<file path="config.mk">
export PLATFORM = sky130hd
export DESIGN_NAME = regfile_access_seq_flat
export DESIGN_NICKNAME = d
export VERILOG_FILES = /design/src/rtl/regfile_pkg.sv /design/src/rtl/regfile_access_seq_if.sv /design/src/rtl/regfile_access_seq.sv /design/src/flat_wrapper.sv
export SDC_FILE = /design/constraint.sdc
export NUM_CORES = 1
export LEC_CHECK = 0
export CAP_MARGIN = 20
export CELL_PAD_IN_SITES_DETAIL_PLACEMENT = 1
export CELL_PAD_IN_SITES_GLOBAL_PLACEMENT = 1
export CORE_MARGIN = 8
export CORE_UTILIZATION = 34
export DETAILED_ROUTE_END_ITERATION = 8
export PLACE_DENSITY_LB_ADDON = 0.1
export SETUP_SLACK_MARGIN = 0.05
export SYNTH_ARGS = -nofsm -noshare
export SYNTH_HDL_FRONTEND = slang
export SYNTH_SLANG_ARGS = --single-unit
</file>
<file path="constraint.sdc">
create_clock -name clock -period 3.94 [get_ports clock]
set_input_delay 0.394 -clock clock [delete_from_list [all_inputs] [get_ports clock]]
set_output_delay 0.394 -clock clock [all_outputs]
set_load 0.01 [all_outputs]
</file>
<file path="src/rtl/regfile_pkg.sv">
// Shared definitions for the register-file access sequencer: word/index widths,
// FSM state encoding and the index of the hard-wired-zero register.
package regfile_pkg;
  localparam int DATA_W = 8;
  localparam int ADDR_W = 3;

  localparam logic [ADDR_W-1:0] R0_ADDR = '0;

  typedef enum logic [2:0] {
    IDLE   = 3'd0,
    READ_A = 3'd1,
    READ_B = 3'd2,
    HOLD   = 3'd3,
    WRITE  = 3'd4
  } state_t;
endpackage

</file>
<file path="src/rtl/regfile_access_seq_if.sv">
// Bundle of fetch, write-back, register-file and operand signals around the sequencer.
// Valid/ready: a transfer happens on a rising clock edge where both are high; the
// sender holds valid and payload stable until that edge.
interface regfile_access_seq_if;
  import regfile_pkg::*;

  logic              req_valid;
  logic              req_ready;
  logic [ADDR_W-1:0] rs_addr;
  logic [ADDR_W-1:0] rt_addr;
  logic              need_rt;
  logic              wb_valid;
  logic              wb_ready;
  logic [ADDR_W-1:0] wb_addr;
  logic [DATA_W-1:0] wb_data;
  logic [ADDR_W-1:0] rf_address;
  logic              rf_we;
  logic [DATA_W-1:0] rf_d;
  logic [DATA_W-1:0] rf_out;
  logic              op_valid;
  logic              op_ready;
  logic [DATA_W-1:0] op_a;
  logic [DATA_W-1:0] op_b;
  state_t            dbg_state;

  modport slave (
    input  req_valid, rs_addr, rt_addr, need_rt,
    input  wb_valid, wb_addr, wb_data,
    input  rf_out, op_ready,
    output req_ready, wb_ready,
    output rf_address, rf_we, rf_d,
    output op_valid, op_a, op_b, dbg_state
  );

  modport master (
    output req_valid, rs_addr, rt_addr, need_rt,
    output wb_valid, wb_addr, wb_data,
    output rf_out, op_ready,
    input  req_ready, wb_ready,
    input  rf_address, rf_we, rf_d,
    input  op_valid, op_a, op_b, dbg_state
  );
endinterface

</file>
<file path="src/rtl/regfile_access_seq.sv">
// Serialises operand fetches and write-backs onto the single register-file port.
// Optional macro REGFILE_R0_ZERO_EN makes register 0 read as zero and ignore writes.
module regfile_access_seq
  import regfile_pkg::*;
(
  input  logic                  clock,
  input  logic                  resetn,
  regfile_access_seq_if.slave   bus
);

`ifdef REGFILE_R0_ZERO_EN
  localparam bit R0_ZERO = 1'b1;
`else
  localparam bit R0_ZERO = 1'b0;
`endif

  state_t            state_q, state_d;
  logic [ADDR_W-1:0] rs_q, rs_d;
  logic [ADDR_W-1:0] rt_q, rt_d;
  logic              need_rt_q, need_rt_d;
  logic [ADDR_W-1:0] rf_address_q, rf_address_d;
  logic              rf_we_q, rf_we_d;
  logic [DATA_W-1:0] rf_d_q, rf_d_d;
  logic              op_valid_q, op_valid_d;
  logic [DATA_W-1:0] op_a_q, op_a_d;
  logic [DATA_W-1:0] op_b_q, op_b_d;

  // Port outputs are registered on the transition into the state that uses them,
  // so rf_address/rf_we/rf_d are already correct for the whole READ/WRITE cycle.
  always_comb begin
    state_d      = state_q;
    rs_d         = rs_q;
    rt_d         = rt_q;
    need_rt_d    = need_rt_q;
    op_a_d       = op_a_q;
    op_b_d       = op_b_q;
    rf_address_d = '0;
    rf_we_d      = 1'b0;
    rf_d_d       = '0;
    op_valid_d   = 1'b0;

    case (state_q)
      IDLE: begin
        if (bus.wb_valid) begin
          state_d      = WRITE;
          rf_address_d = bus.wb_addr;
          rf_d_d       = bus.wb_data;
          rf_we_d      = !(R0_ZERO && (bus.wb_addr == R0_ADDR));
        end else if (bus.req_valid) begin
          state_d      = READ_A;
          rs_d         = bus.rs_addr;
          rt_d         = bus.rt_addr;
          need_rt_d    = bus.need_rt;
          rf_address_d = bus.rs_addr;
        end
      end
      READ_A: begin
        op_a_d = (R0_ZERO && (rs_q == R0_ADDR)) ? '0 : bus.rf_out;
        if (need_rt_q) begin
          state_d      = READ_B;
          rf_address_d = rt_q;
        end else begin
          state_d = HOLD;
          op_b_d  = '0;
        end
      end
      READ_B: begin
        op_b_d  = (R0_ZERO && (rt_q == R0_ADDR)) ? '0 : bus.rf_out;
        state_d = HOLD;
      end
      HOLD: begin
        // op_valid is raised one cycle after entering HOLD, from registered operands.
        if (op_valid_q && bus.op_ready) begin
          state_d = IDLE;
        end else begin
          op_valid_d = 1'b1;
        end
      end
      WRITE: begin
        state_d = IDLE;
      end
      default: begin
        state_d = IDLE;
      end
    endcase
  end

  always_ff @(posedge clock or negedge resetn) begin
    if (!resetn) begin
      state_q      <= IDLE;
      rs_q         <= '0;
      rt_q         <= '0;
      need_rt_q    <= 1'b0;
      rf_address_q <= '0;
      rf_we_q      <= 1'b0;
      rf_d_q       <= '0;
      op_valid_q   <= 1'b0;
      op_a_q       <= '0;
      op_b_q       <= '0;
    end else begin
      state_q      <= state_d;
      rs_q         <= rs_d;
      rt_q         <= rt_d;
      need_rt_q    <= need_rt_d;
      rf_address_q <= rf_address_d;
      rf_we_q      <= rf_we_d;
      rf_d_q       <= rf_d_d;
      op_valid_q   <= op_valid_d;
      op_a_q       <= op_a_d;
      op_b_q       <= op_b_d;
    end
  end

  assign bus.wb_ready   = (state_q == IDLE);
  assign bus.req_ready  = (state_q == IDLE) && !bus.wb_valid;
  assign bus.rf_address = rf_address_q;
  assign bus.rf_we      = rf_we_q;
  assign bus.rf_d       = rf_d_q;
  assign bus.op_valid   = op_valid_q;
  assign bus.op_a       = op_a_q;
  assign bus.op_b       = op_b_q;
  assign bus.dbg_state  = state_q;

endmodule

</file>
<file path="src/flat_wrapper.sv">
// flat-port wrapper written by rule: the top's interface ports become plain ports
module regfile_access_seq_flat import regfile_pkg::*;
  (clock, resetn, bus_req_valid, bus_rs_addr, bus_rt_addr, bus_need_rt, bus_wb_valid, bus_wb_addr, bus_wb_data, bus_rf_out, bus_op_ready, bus_req_ready, bus_wb_ready, bus_rf_address, bus_rf_we, bus_rf_d, bus_op_valid, bus_op_a, bus_op_b, bus_dbg_state);
  regfile_access_seq_if bus_i ();
  input  logic clock;
  input  logic resetn;
  input wire logic [$bits(bus_i.req_valid)-1:0] bus_req_valid;
  input wire logic [$bits(bus_i.rs_addr)-1:0] bus_rs_addr;
  input wire logic [$bits(bus_i.rt_addr)-1:0] bus_rt_addr;
  input wire logic [$bits(bus_i.need_rt)-1:0] bus_need_rt;
  input wire logic [$bits(bus_i.wb_valid)-1:0] bus_wb_valid;
  input wire logic [$bits(bus_i.wb_addr)-1:0] bus_wb_addr;
  input wire logic [$bits(bus_i.wb_data)-1:0] bus_wb_data;
  input wire logic [$bits(bus_i.rf_out)-1:0] bus_rf_out;
  input wire logic [$bits(bus_i.op_ready)-1:0] bus_op_ready;
  output wire logic [$bits(bus_i.req_ready)-1:0] bus_req_ready;
  output wire logic [$bits(bus_i.wb_ready)-1:0] bus_wb_ready;
  output wire logic [$bits(bus_i.rf_address)-1:0] bus_rf_address;
  output wire logic [$bits(bus_i.rf_we)-1:0] bus_rf_we;
  output wire logic [$bits(bus_i.rf_d)-1:0] bus_rf_d;
  output wire logic [$bits(bus_i.op_valid)-1:0] bus_op_valid;
  output wire logic [$bits(bus_i.op_a)-1:0] bus_op_a;
  output wire logic [$bits(bus_i.op_b)-1:0] bus_op_b;
  output wire logic [$bits(bus_i.dbg_state)-1:0] bus_dbg_state;
  assign bus_i.req_valid = bus_req_valid;
  assign bus_i.rs_addr = bus_rs_addr;
  assign bus_i.rt_addr = bus_rt_addr;
  assign bus_i.need_rt = bus_need_rt;
  assign bus_i.wb_valid = bus_wb_valid;
  assign bus_i.wb_addr = bus_wb_addr;
  assign bus_i.wb_data = bus_wb_data;
  assign bus_i.rf_out = bus_rf_out;
  assign bus_i.op_ready = bus_op_ready;
  assign bus_req_ready = bus_i.req_ready;
  assign bus_wb_ready = bus_i.wb_ready;
  assign bus_rf_address = bus_i.rf_address;
  assign bus_rf_we = bus_i.rf_we;
  assign bus_rf_d = bus_i.rf_d;
  assign bus_op_valid = bus_i.op_valid;
  assign bus_op_a = bus_i.op_a;
  assign bus_op_b = bus_i.op_b;
  assign bus_dbg_state = bus_i.dbg_state;
  regfile_access_seq u_core (.clock(clock), .resetn(resetn), .bus(bus_i));
endmodule
</file>
==> run metrics, run 1 <==
Final GP Congestion=0.699; Site Rows=24; top post-synthesis cells by area=dfrtp_1, mux2_2, and3_1, mux2_4, o22ai_1; setup ws final=1390 ps; highest clock rate=0.392 GHz; crit path DAT=2160 ps; HPWL Detailed=3050 µm; Num CTS Buffers=5; Max FO, Critical Path=16; core footprint=4260 µm²; Area Overhead vs Synth=49.5%; Worst Path Required=3550 ps; Max Cap Viol=0; post-synth cell types=22; gr busiest metal=met2; Peak VDD IR=0.277 mV; max_slew headroom=43.7%; Mapped Avg Cell Area=12.8 µm²; sequential area share after synthesis=61.5%; Finished Layout Cells=229; Slew Viols, Final=0; Total Power=1430 µW; Root Buffer=clkbuf_8; dpl cells=221; antenna fix cells=0; grt met3 use=5.58%; Final nets=207; worst slew pin tran=841 ps; Detailed Route WL=4230 µm; share of the synthesized area in the top cell type=61.5%; Die ar.=6660 µm²; hold buffers post-CTS=0; crit path capture type=output pin; die extent in x=81.6 µm; Cell Area, Synth=1460 µm²; layout cells sized above 1=12.4%; startpoint types=flop; Mapped Cells=114; M1 GR Usage=14.4%; Final Cycle Share=64.8%; power density over the cells=653 nW/µm²; yosys warns=0; Post-synth ARST share=100%; endpoints failing setup=0; CTS H-tree lvls=2; Clock Skew=5.09 ps; Final min period=2550 ps; Hold WC Path Type=primary input to asynchronous set/reset pin; GR Overflow Total=0; first-pass GRT wire length=6670 µm; drt drc=0; Via density=5.03; initial antenna violation count=0; Post-synth EDFFs=0; GR Util met2=21.4%; largest net degree at the start of global routing=37; # port buffers=64; RSZ-0062 raised after global routing=false; Net Count, Synth=145; leakage power=0.000967 µW; pre-CTS WS=1490 ps; vias in the first global route=1276; TritonCTS clock tree=built; via count=1151; top_reg_cell synth=dfrtp_1; initial drt markers=47; WS Path Type=flop to output pin; Clock Latency Late Sink=290 ps; Routed WL per cell=18.5 µm; clock slew at reported path FFs=70 ps; postcts setup bufs=0; status=complete, no violations; ANT nets after route=0; Die H=81.6 µm; Yosys top cell by area=dfrtp_1; I/O pins=65; Worst Hold Slack=191 ps; TritonRoute pass-1 iters=4; # resized after CTS=0; total track usage=13.0%; #FFs+latches synth=36; Final Hold Fails=0; TNS Setup=0 ps; worst-case clock buffer depth=2; TritonCTS Sinks=36; Initial Utilization=34.3%
[report_power, final]
group	switching, µW	leakage [µW]	total (µW)	internal [µW]
combinational	233	0.000464	569	335
clock	130	0.0000455	272	143
sequential	98.4	0.000458	587	489
[cell usage after synthesis (3+ instances only)]
library cell / instances
nor2_1: 11
a221o_1: 3
mux2_4: 4
clkbuf_1: 3
buf_6: 4
a21oi_1: 8
nor3_1: 3
and3_1: 10
dfrtp_1: 36
mux2_2: 8
o22ai_1: 8
[worst paths after layout]
check	startpoint	end	slack (ps)	cells past startpoint
setup reg to reg	u_core.bus.dbg_state[1]	u_core.rt_q[1]	1780	3
setup / recovery	u_core.bus.dbg_state[1]	bus_wb_ready	1390	2
min in group clock	u_core.bus.op_a[7]	u_core.bus.op_a[7]	510	1
hold / removal	resetn	u_core.bus.op_a[2]	190	1
hold reg to reg	u_core.bus.op_a[7]	u_core.bus.op_a[7]	510	1
max in group asynchronous	resetn	u_core.bus.op_a[6]	3220	1
[registers in the layout, summed over array words and instances (netlist names)]
| name | count |
|---|---|
| u_core.bus.rf_d | 8 |
| u_core.bus.op_valid | 1 |
| u_core.rt_q | 3 |
| u_core.need_rt_q | 1 |
| u_core.bus.dbg_state | 3 |
| u_core.bus.rf_address | 3 |
| u_core.bus.op_a | 8 |
| u_core.bus.rf_we | 1 |
| u_core.bus.op_b | 8 |
[final cells by class]
cell class	instances	area, µm²
multi-input combinational	69	497
fill	456	2080
timing repair buffer	64	636
clock buffer	8	90.1
sequential	36	901
tap	52	65.1
[cells in the final DEF, fill, tap and decap left out]
| master | n |
|---|---|
| a21oi_1 | 8 |
| a221o_1 | 3 |
| and2_1 | 2 |
| and3_1 | 10 |
| and3_4 | 1 |
| and3b_1 | 1 |
| buf_2 | 1 |
| clkbuf_1 | 2 |
| clkbuf_8 | 6 |
| clkdlybuf4s50_1 | 63 |
| dfrtp_1 | 36 |
| mux2_2 | 8 |
| mux2_4 | 4 |
| nand2_1 | 2 |
| nor2_1 | 11 |
| nor2b_1 | 1 |
| nor3_1 | 3 |
| nor3_2 | 1 |
| nor3b_1 | 2 |
| nor3b_2 | 1 |
| nor4_1 | 1 |
| o22ai_1 | 8 |
| or3b_1 | 2 |
[stage by stage]
stage	util (%)	cell area (µm²)
floorplan	-	1460
global placement	49.2	2100
detailed placement	49.2	2100
CTS	51.3	2190
global route	51.3	2190
finish	51.3	2190
[layer usage]
layer	share of wire, %	vias up	wire [µm]
li1	-	535	-
met1	39	568	1660
met2	49	41	2070
met3	10	7	423
met4	1.6	0	67
met5	0	-	0
[critical path: stages, from the launching register on]
cell,delay [ps]
dfrtp_1,570
nor3_2,640
clkdlybuf4s50_1,670
[logic make-up after synthesis]
| family | share of synthesized area [%] |
|---|---|
| flops | 61.5 |
| simple gates | 15.5 |
| buf+inv | 4.53 |
| mux | 10.3 |
| compound gates | 8.21 |
No activity file was read; power rests on OpenSTA's default activity.
==> run 2: changes to the inputs <==
Settings changed: CORE_UTILIZATION 34 to 28.
Clock period 3.94 ns to 2.2 ns, I/O delays scaled along.
==> run 2 against run 1 <==
  * Die area up 17%
  * Via count shrank 0.43%
  * Clock power is 85% higher
  * Sequential power increased by 75%
  * Flip-flop and latch count unchanged
  * Register-to-register slack lost 1200 ps
  * Wire length shrank 0.40%
  * Non-clock buffer count is 4 higher
  * Combinational power up 88%
  * Count of clock-buffer cells in the layout fell by 1
  * Worst hold slack worse by 180 ps
  * Cell area is 2.7% higher
  * Largest power group is now combinational cells
==> run metrics, run 2 (same netlist as run 1, synthesis figures left out) <==
worst reg2reg startpoint=u_core.bus.dbg_state[0]; die extent in x=88.3 µm; Root Buffer=clkbuf_8; TritonCTS Sinks=36; CP bufs+invs=2; multi-input logic area=497 µm²; startpoint types=flop; Area Overhead vs Synth=53.5%; Via density=4.58; Final Cycle Share=90.1%; clock slew at reported path FFs=70 ps; crit path DAT=1760 ps; layout cells sized above 1=15.0%; cells along the critical path=nor3_2 > buf_4 > clkdlybuf4s50_1; total track usage=11.1%; CP max-delay cell=clkdlybuf4s50_1; Detailed Route WL=4210 µm; Fill cells=564; HPWL Detailed=3140 µm; crit-path leading delay family=buffers and inverters; TritonRoute pass-1 iters=4; Initial Utilization=28.8%; # port buffers=64; crit path capture type=output pin; Routed WL per cell=16.8 µm; CP Depth=3; core footprint=5070 µm²; initial antenna violation count=0; Site Rows=26; most frequent cells in the layout=clkdlybuf4s50_1, dfrtp_1, nor2_1, and3_1; Finished Layout Cells=250; Final Hold Fails=0; Max FO, Critical Path=11; RSZ-0062 raised after global routing=false; Area after DPL=2150 µm²; TNS Setup=0 ps; ANT nets after route=0; status=complete, no violations; vias in the first global route=1318; initial drt markers=50; Num CTS Buffers=5; WS Path Type=flop to output pin; dpl cells=243; Peak VDD IR=0.379 mV; commonest non-fill, non-tap cell in the layout=clkdlybuf4s50_1; GR Overflow Total=0; Final GP Congestion=0.681; # resized after CTS=0; Seq. cell area=901 µm²; Hold WC Path Type=primary input to asynchronous set/reset pin; Final nets=211; first-pass GRT wire length=6540 µm; I/O pins=65; largest net degree at the start of global routing=37; crit path from=u_core.bus.dbg_state[0]; Worst Path Required=1980 ps; TritonCTS clock tree=built; highest clock rate=0.505 GHz; Slew Viols, Final=0; endpoints failing setup=0; power density over the cells=1160 nW/µm²; Final min period=1980 ps; hold buffers post-CTS=0; Clock Skew=6.93 ps; max_slew headroom=47.9%; fin area=2250 µm²; worst-case clock buffer depth=2; r2r worst-path depth=3; Clock Latency Late Sink=290 ps; worst slew pin tran=782 ps; drt drc=0; antenna fix cells=0; Die ar.=7800 µm²; Critical Path Max Stage Delay=540 ps; via count=1146; Max Cap Viol=0; CTS H-tree lvls=2; leakage power=0.000992 µW; Die H=88.3 µm; postcts setup bufs=0
-- run 2: changes by cell type in the layout (fill, tap and decap cells not counted) --
cell,before,now
buf_4,0,4
clkbuf_1,2,0
clkbuf_8,6,7
-- run 2: cell type report --
cell class              count  area share [%]
repair buffers             68            29.6
flip-flops and latches     36            40.1
multi-input cells          69            22.1
clock buffers               7            4.29
well taps                  70            3.90
-- run 2: power breakdown --
| part | internal [µW] | switching, µW |
|---|---|---|
| combinational | 620 | 450 |
| sequential | 877 | 153 |
| clock | 279 | 223 |
-- run 2: path summary, 6_finish.rpt --
check / endpoint / slack (ps)
worst max-delay path: bus_wb_ready / 220
min in group clock: u_core.bus.op_a[0] / 500
worst min-delay path: u_core.bus.op_a[5] / 8
worst min register to register: u_core.bus.op_a[0] / 500
worst max register to register: u_core.rt_q[1] / 590
max in group asynchronous: u_core.bus.op_a[0] / 1690
-- run 2: routing by layer --
layer,track usage [%],share of wire (%)
met4,4.15,1.1
met1,11.8,40
met3,6.04,10
met2,18.1,48
met5,0,0
-- run 2: stage by stage --
step | power (µW) | utilization, % | hold slack [ps] | setup slack [ps]
floorplan | 1560 | - | -75.6 | 764
global placement | 2090 | 42.4 | 353 | 487
detailed placement | 2130 | 42.4 | 356 | 473
CTS | 2650 | 44.3 | 40.4 | 191
global route | 2770 | 44.3 | 77.3 | 112
finish | 2600 | 44.3 | 8.34 | 218
==> RTL change 1 (settings of run 1) <==
The option `REGFILE_R0_ZERO_EN` is turned on by a define.
--- a/src/rtl/regfile_access_seq.sv
+++ b/src/rtl/regfile_access_seq.sv
@@ -2,2 +2,4 @@
 // Optional macro REGFILE_R0_ZERO_EN makes register 0 read as zero and ignore writes.
+`define REGFILE_R0_ZERO_EN
+
 module regfile_access_seq
Function: changed (a bounded check fails within 4 cycles, from zero or initial values and one cycle with resetn low).
==> RTL change 1 against run 1 <==
  * Routed wire length up 5.2%
  * Die area up 3.0%
  * Worst setup slack better by 0.13 ns
  * Worst hold slack better by 0.019 ns
  * Final area up 5.4%
  * Clock power up 28%
  * Synthesized area up 3.8%
  * Sequential cell count up 3
  * Power up 9.9%
  * Core utilization up 2.0 points
==> RTL change 1: results (changes against run 1) <==
metric;value;unit;change
wl_met3;288;um;-32%
routed.top_layer;met4;;
synth_area_leaders;dfrtp_1 64%, a22o_1 10%, mux2_2 5.2%, and3_1 3.3%, a32o_1 2.0%;;
reg2reg_to;u_core.rt_q[0]$_DFFE_PN0P_;;
cp-endpoint;bus_req_ready;;
pre_cts_ws;1.53;ns;+0.0383 ns
max_stage_delay;0.66;ns;
routed_wl;4450;um;+5.2%
cts_setup_buffers;0;;unchanged
powerSeq;0.630;mW;+7.3%
seqPwrFrac;40.1;%;-1.0 points
status;complete, no violations;;
seq_area_frac_synth;64.3;%;+2.7 points
finalSetupViolCount;0;;unchanged
critical_path_arrival;2.03;ns;-0.13 ns
first_pass_iters;4;;unchanged
place_area;2190;sq um;+4.3%
grt_pass1_vias;1332;;+4.4%
clock_latency;0.29;ns;about the same
h-tree-depth;2;;unchanged
clk_pin_slew;0.08;ns;
cts_buffers;5;;unchanged
cp_max_fo;16;;unchanged
clockBufferDepth;2;;unchanged
ys_warn_count;0;;unchanged
grt_max_degree;40;;+8.1%
grt_pass1_wl;7360;um;+10%
hpwl;3230;um;+6.2%
syn-num-nets;138;;-4.8%
wl_met1;1970;um;+18%
grt_antenna_before_repair;0;;unchanged
via_per_inst;5.19;;+3.4%
drt_iter0_drc;47;;unchanged
final_nets;204;;-1.4%
ff2ff_path_depth;3;;unchanged
ir_worst_vdd;0.000287;V;+3.7%
grt_use_total;13.0;%;-0.019 points
num_vias;1174;;+2.0%
gp_congestion;0.777;;+11%
pwr-share-clk;22.2;%;+3.1 points
drive_gt1_share;10.9;%;-1.5 points
r2r_slack;2.12;ns;+0.34 ns
finClkSkew;0.00859;ns;+0.00350 ns
synthTopCellsByCount;39 x dfrtp_1, 18 x a22o_1, 8 x and3_1;;
dp_cells;218;;-1.4%
crit_start;bus_wb_valid;;
avgSynthCellArea;14.2;sq um;+11%
min_period;2.42;ns;-0.134 ns
worst_pin_slew;0.872;ns;+0.0314 ns
synth_cell_types;30;;+36%
switchingPower;0.510;mW;+11%
timing.rr.start;u_core.bus.dbg_state[0]$_DFFE_PN0P_;;
holdCritPathClass;primary input to asynchronous set/reset pin;;
p_leak;1.05;nW;+8.1%
clockRootBuffer;clkbuf_8;;
whs;0.210;ns;+0.0188 ns
cts_resized;0;;unchanged
route.met2.wl;2150;um;+3.8%
[RTL change 1: cell count changes after synthesis, moves of 3 or more]
cell	before	now
a21oi_1	8	1
a221o_1	3	0
a22o_1	0	18
a32o_1	0	3
buf_6	4	1
dfrtp_1	36	39
mux2_4	4	0
nor2_1	11	1
o22ai_1	8	0
[RTL change 1: metal layers]
layer	global-route usage (%)	vias up
met5	0	-
met4	3.83	0
met3	4.79	7
met2	20.9	46
met1	15.8	590
li1	-	531
[RTL change 1: logic make-up after synthesis]
logic type,after synthesis,synth area share [%]
multiplexers,8,5.85
flip-flops,39,64.3
AO/OA/AOI/OAI,29,16.1
buffers and inverters,7,2.55
AND/OR/NAND/NOR,23,10.6
XOR/XNOR,1,0.577
[RTL change 1: final cells by class]
cell class	instances	area [sq um]
Fill cell	447	2020
Tap cell	52	65.1
Multi-Input combinational cell	61	504
Clock buffer	6	82.6
Timing Repair Buffer	64	636
Inverter	2	7.51
Sequential cell	39	976
Clock inverter	2	35.0
==> RTL change 2 (flow settings as in run 1) <==
Made on the original files. Reset style: synchronous (`resetn`), changed in one clocked block.
--- a/src/rtl/regfile_access_seq.sv
+++ b/src/rtl/regfile_access_seq.sv
@@ -87,3 +87,3 @@
 
-  always_ff @(posedge clock or negedge resetn) begin
+  always_ff @(posedge clock) begin
     if (!resetn) begin
Check against the original RTL: differs if resetn is asserted again (counterexample within 4 cycles, from zero or initial values and one cycle with resetn low); with resetn held inactive, the same outputs for 10 cycles.
==> RTL change 2 against run 1 <==
  * First-iteration DRC count is the same
  * Sequential cell count is the same
  * Non-clock buffer count is the same
  * Register-to-register slack gained 0.22 ns
  * Synthesized cell count grew 5.3%
  * Routed wire length shrank 8.9%
  * Synthesized area shrank 12%
  * Final area shrank 5.5%
  * Clock skew grew 0.00068 ns
  * Core utilization grew 5.6 points
  * Worst setup slack gained 0.29 ns
  * Via count shrank 1.3%
  * Critical path type unchanged
  * Largest cell class unchanged
Power is not compared: it rests on default switching activity, and its combinational part moved more than twofold at a synthesized area within 25%.
==> RTL change 2: results (changes against run 1) <==
metric;value;unit;change
finClkSkew;0.00576;ns;+0.000678 ns
syn-num-nets;151;;+4.1%
whs;0.469;ns;+0.278 ns
async_flop_share;0;%;-100 points
synth_compound_area_share;11.1;%;+2.9 points
post_drt_wl_per_cell;16.5;um;-10%
synth_mux_area_share;9.38;%;-0.88 points
final_nets;215;;+3.9%
route.met2.wl;1880;um;-9.2%
reg2reg_to;u_core.bus.op_a[1]$_SDFFE_PN0P_;;
grtUsageMet1;13.5;%;-0.90 points
num_vias;1136;;-1.3%
cp-endpoint;bus_wb_ready;;
gp_congestion;0.738;;+5.6%
grt_max_degree;21;;-43%
wl_met1;1590;um;-4.3%
met2_usage;21.1;%;-0.25 points
grt_pass1_vias;1205;;-5.6%
slew_headroom;43.7;%;about the same
r2r_slack;2.00;ns;+0.22 ns
grt_use_total;12.9;%;-0.15 points
holdCritPathClass;register to register;;
cp_max_fo;17;;+1
globalRouteMet3Util;6.68;%;+1.1 points
synthTopCellsByCount;36 x dfxtp_1, 13 x nand2_1, 12 x mux2i_1;;
grt_pass1_wl;6120;um;-8.2%
hpwl;3000;um;-1.5%
num-fill-cells;405;;-11%
status;complete, no violations;;
synth_cell_types;21;;-4.5%
seq_area_frac_synth;56.3;%;-5.3 points
wl_met3;321;um;-24%
-- RTL change 2: kinds of logic (layout without fill, tap and decap cells) --
kind of cell / Yosys count / count (layout)
simple gates: 47 / 47
mux: 12 / 12
flops: 36 / 36
buf+inv: 8 / 73
compound gates: 17 / 17
-- RTL change 2: stage by stage --
stage               std cells  area [sq um]  power (mW)
CTS                       233          2070       0.907
finish                    233          2070       0.893
floorplan                 120          1280       0.484
global route              233          2070       0.937
global placement          225          1960       0.579
detailed placement        225          1960       0.583
-- RTL change 2: worst min-delay path, cell delays in order (launching register included) --
cell and delay, ns:
dfxtp_1 0.32, nand2_1 0.05, mux2i_1 0.05
-- RTL change 2: layout make-up --
class	count	area (sq um)	area share [%]
Sequential cell	36	721	34.9
Timing Repair Buffer	64	641	31.0
Multi-Input combinational cell	76	531	25.7
Clock buffer	5	68.8	3.33
Tap cell	48	60.1	2.91
Clock inverter	3	42.5	2.06
Inverter	1	3.75	0.182
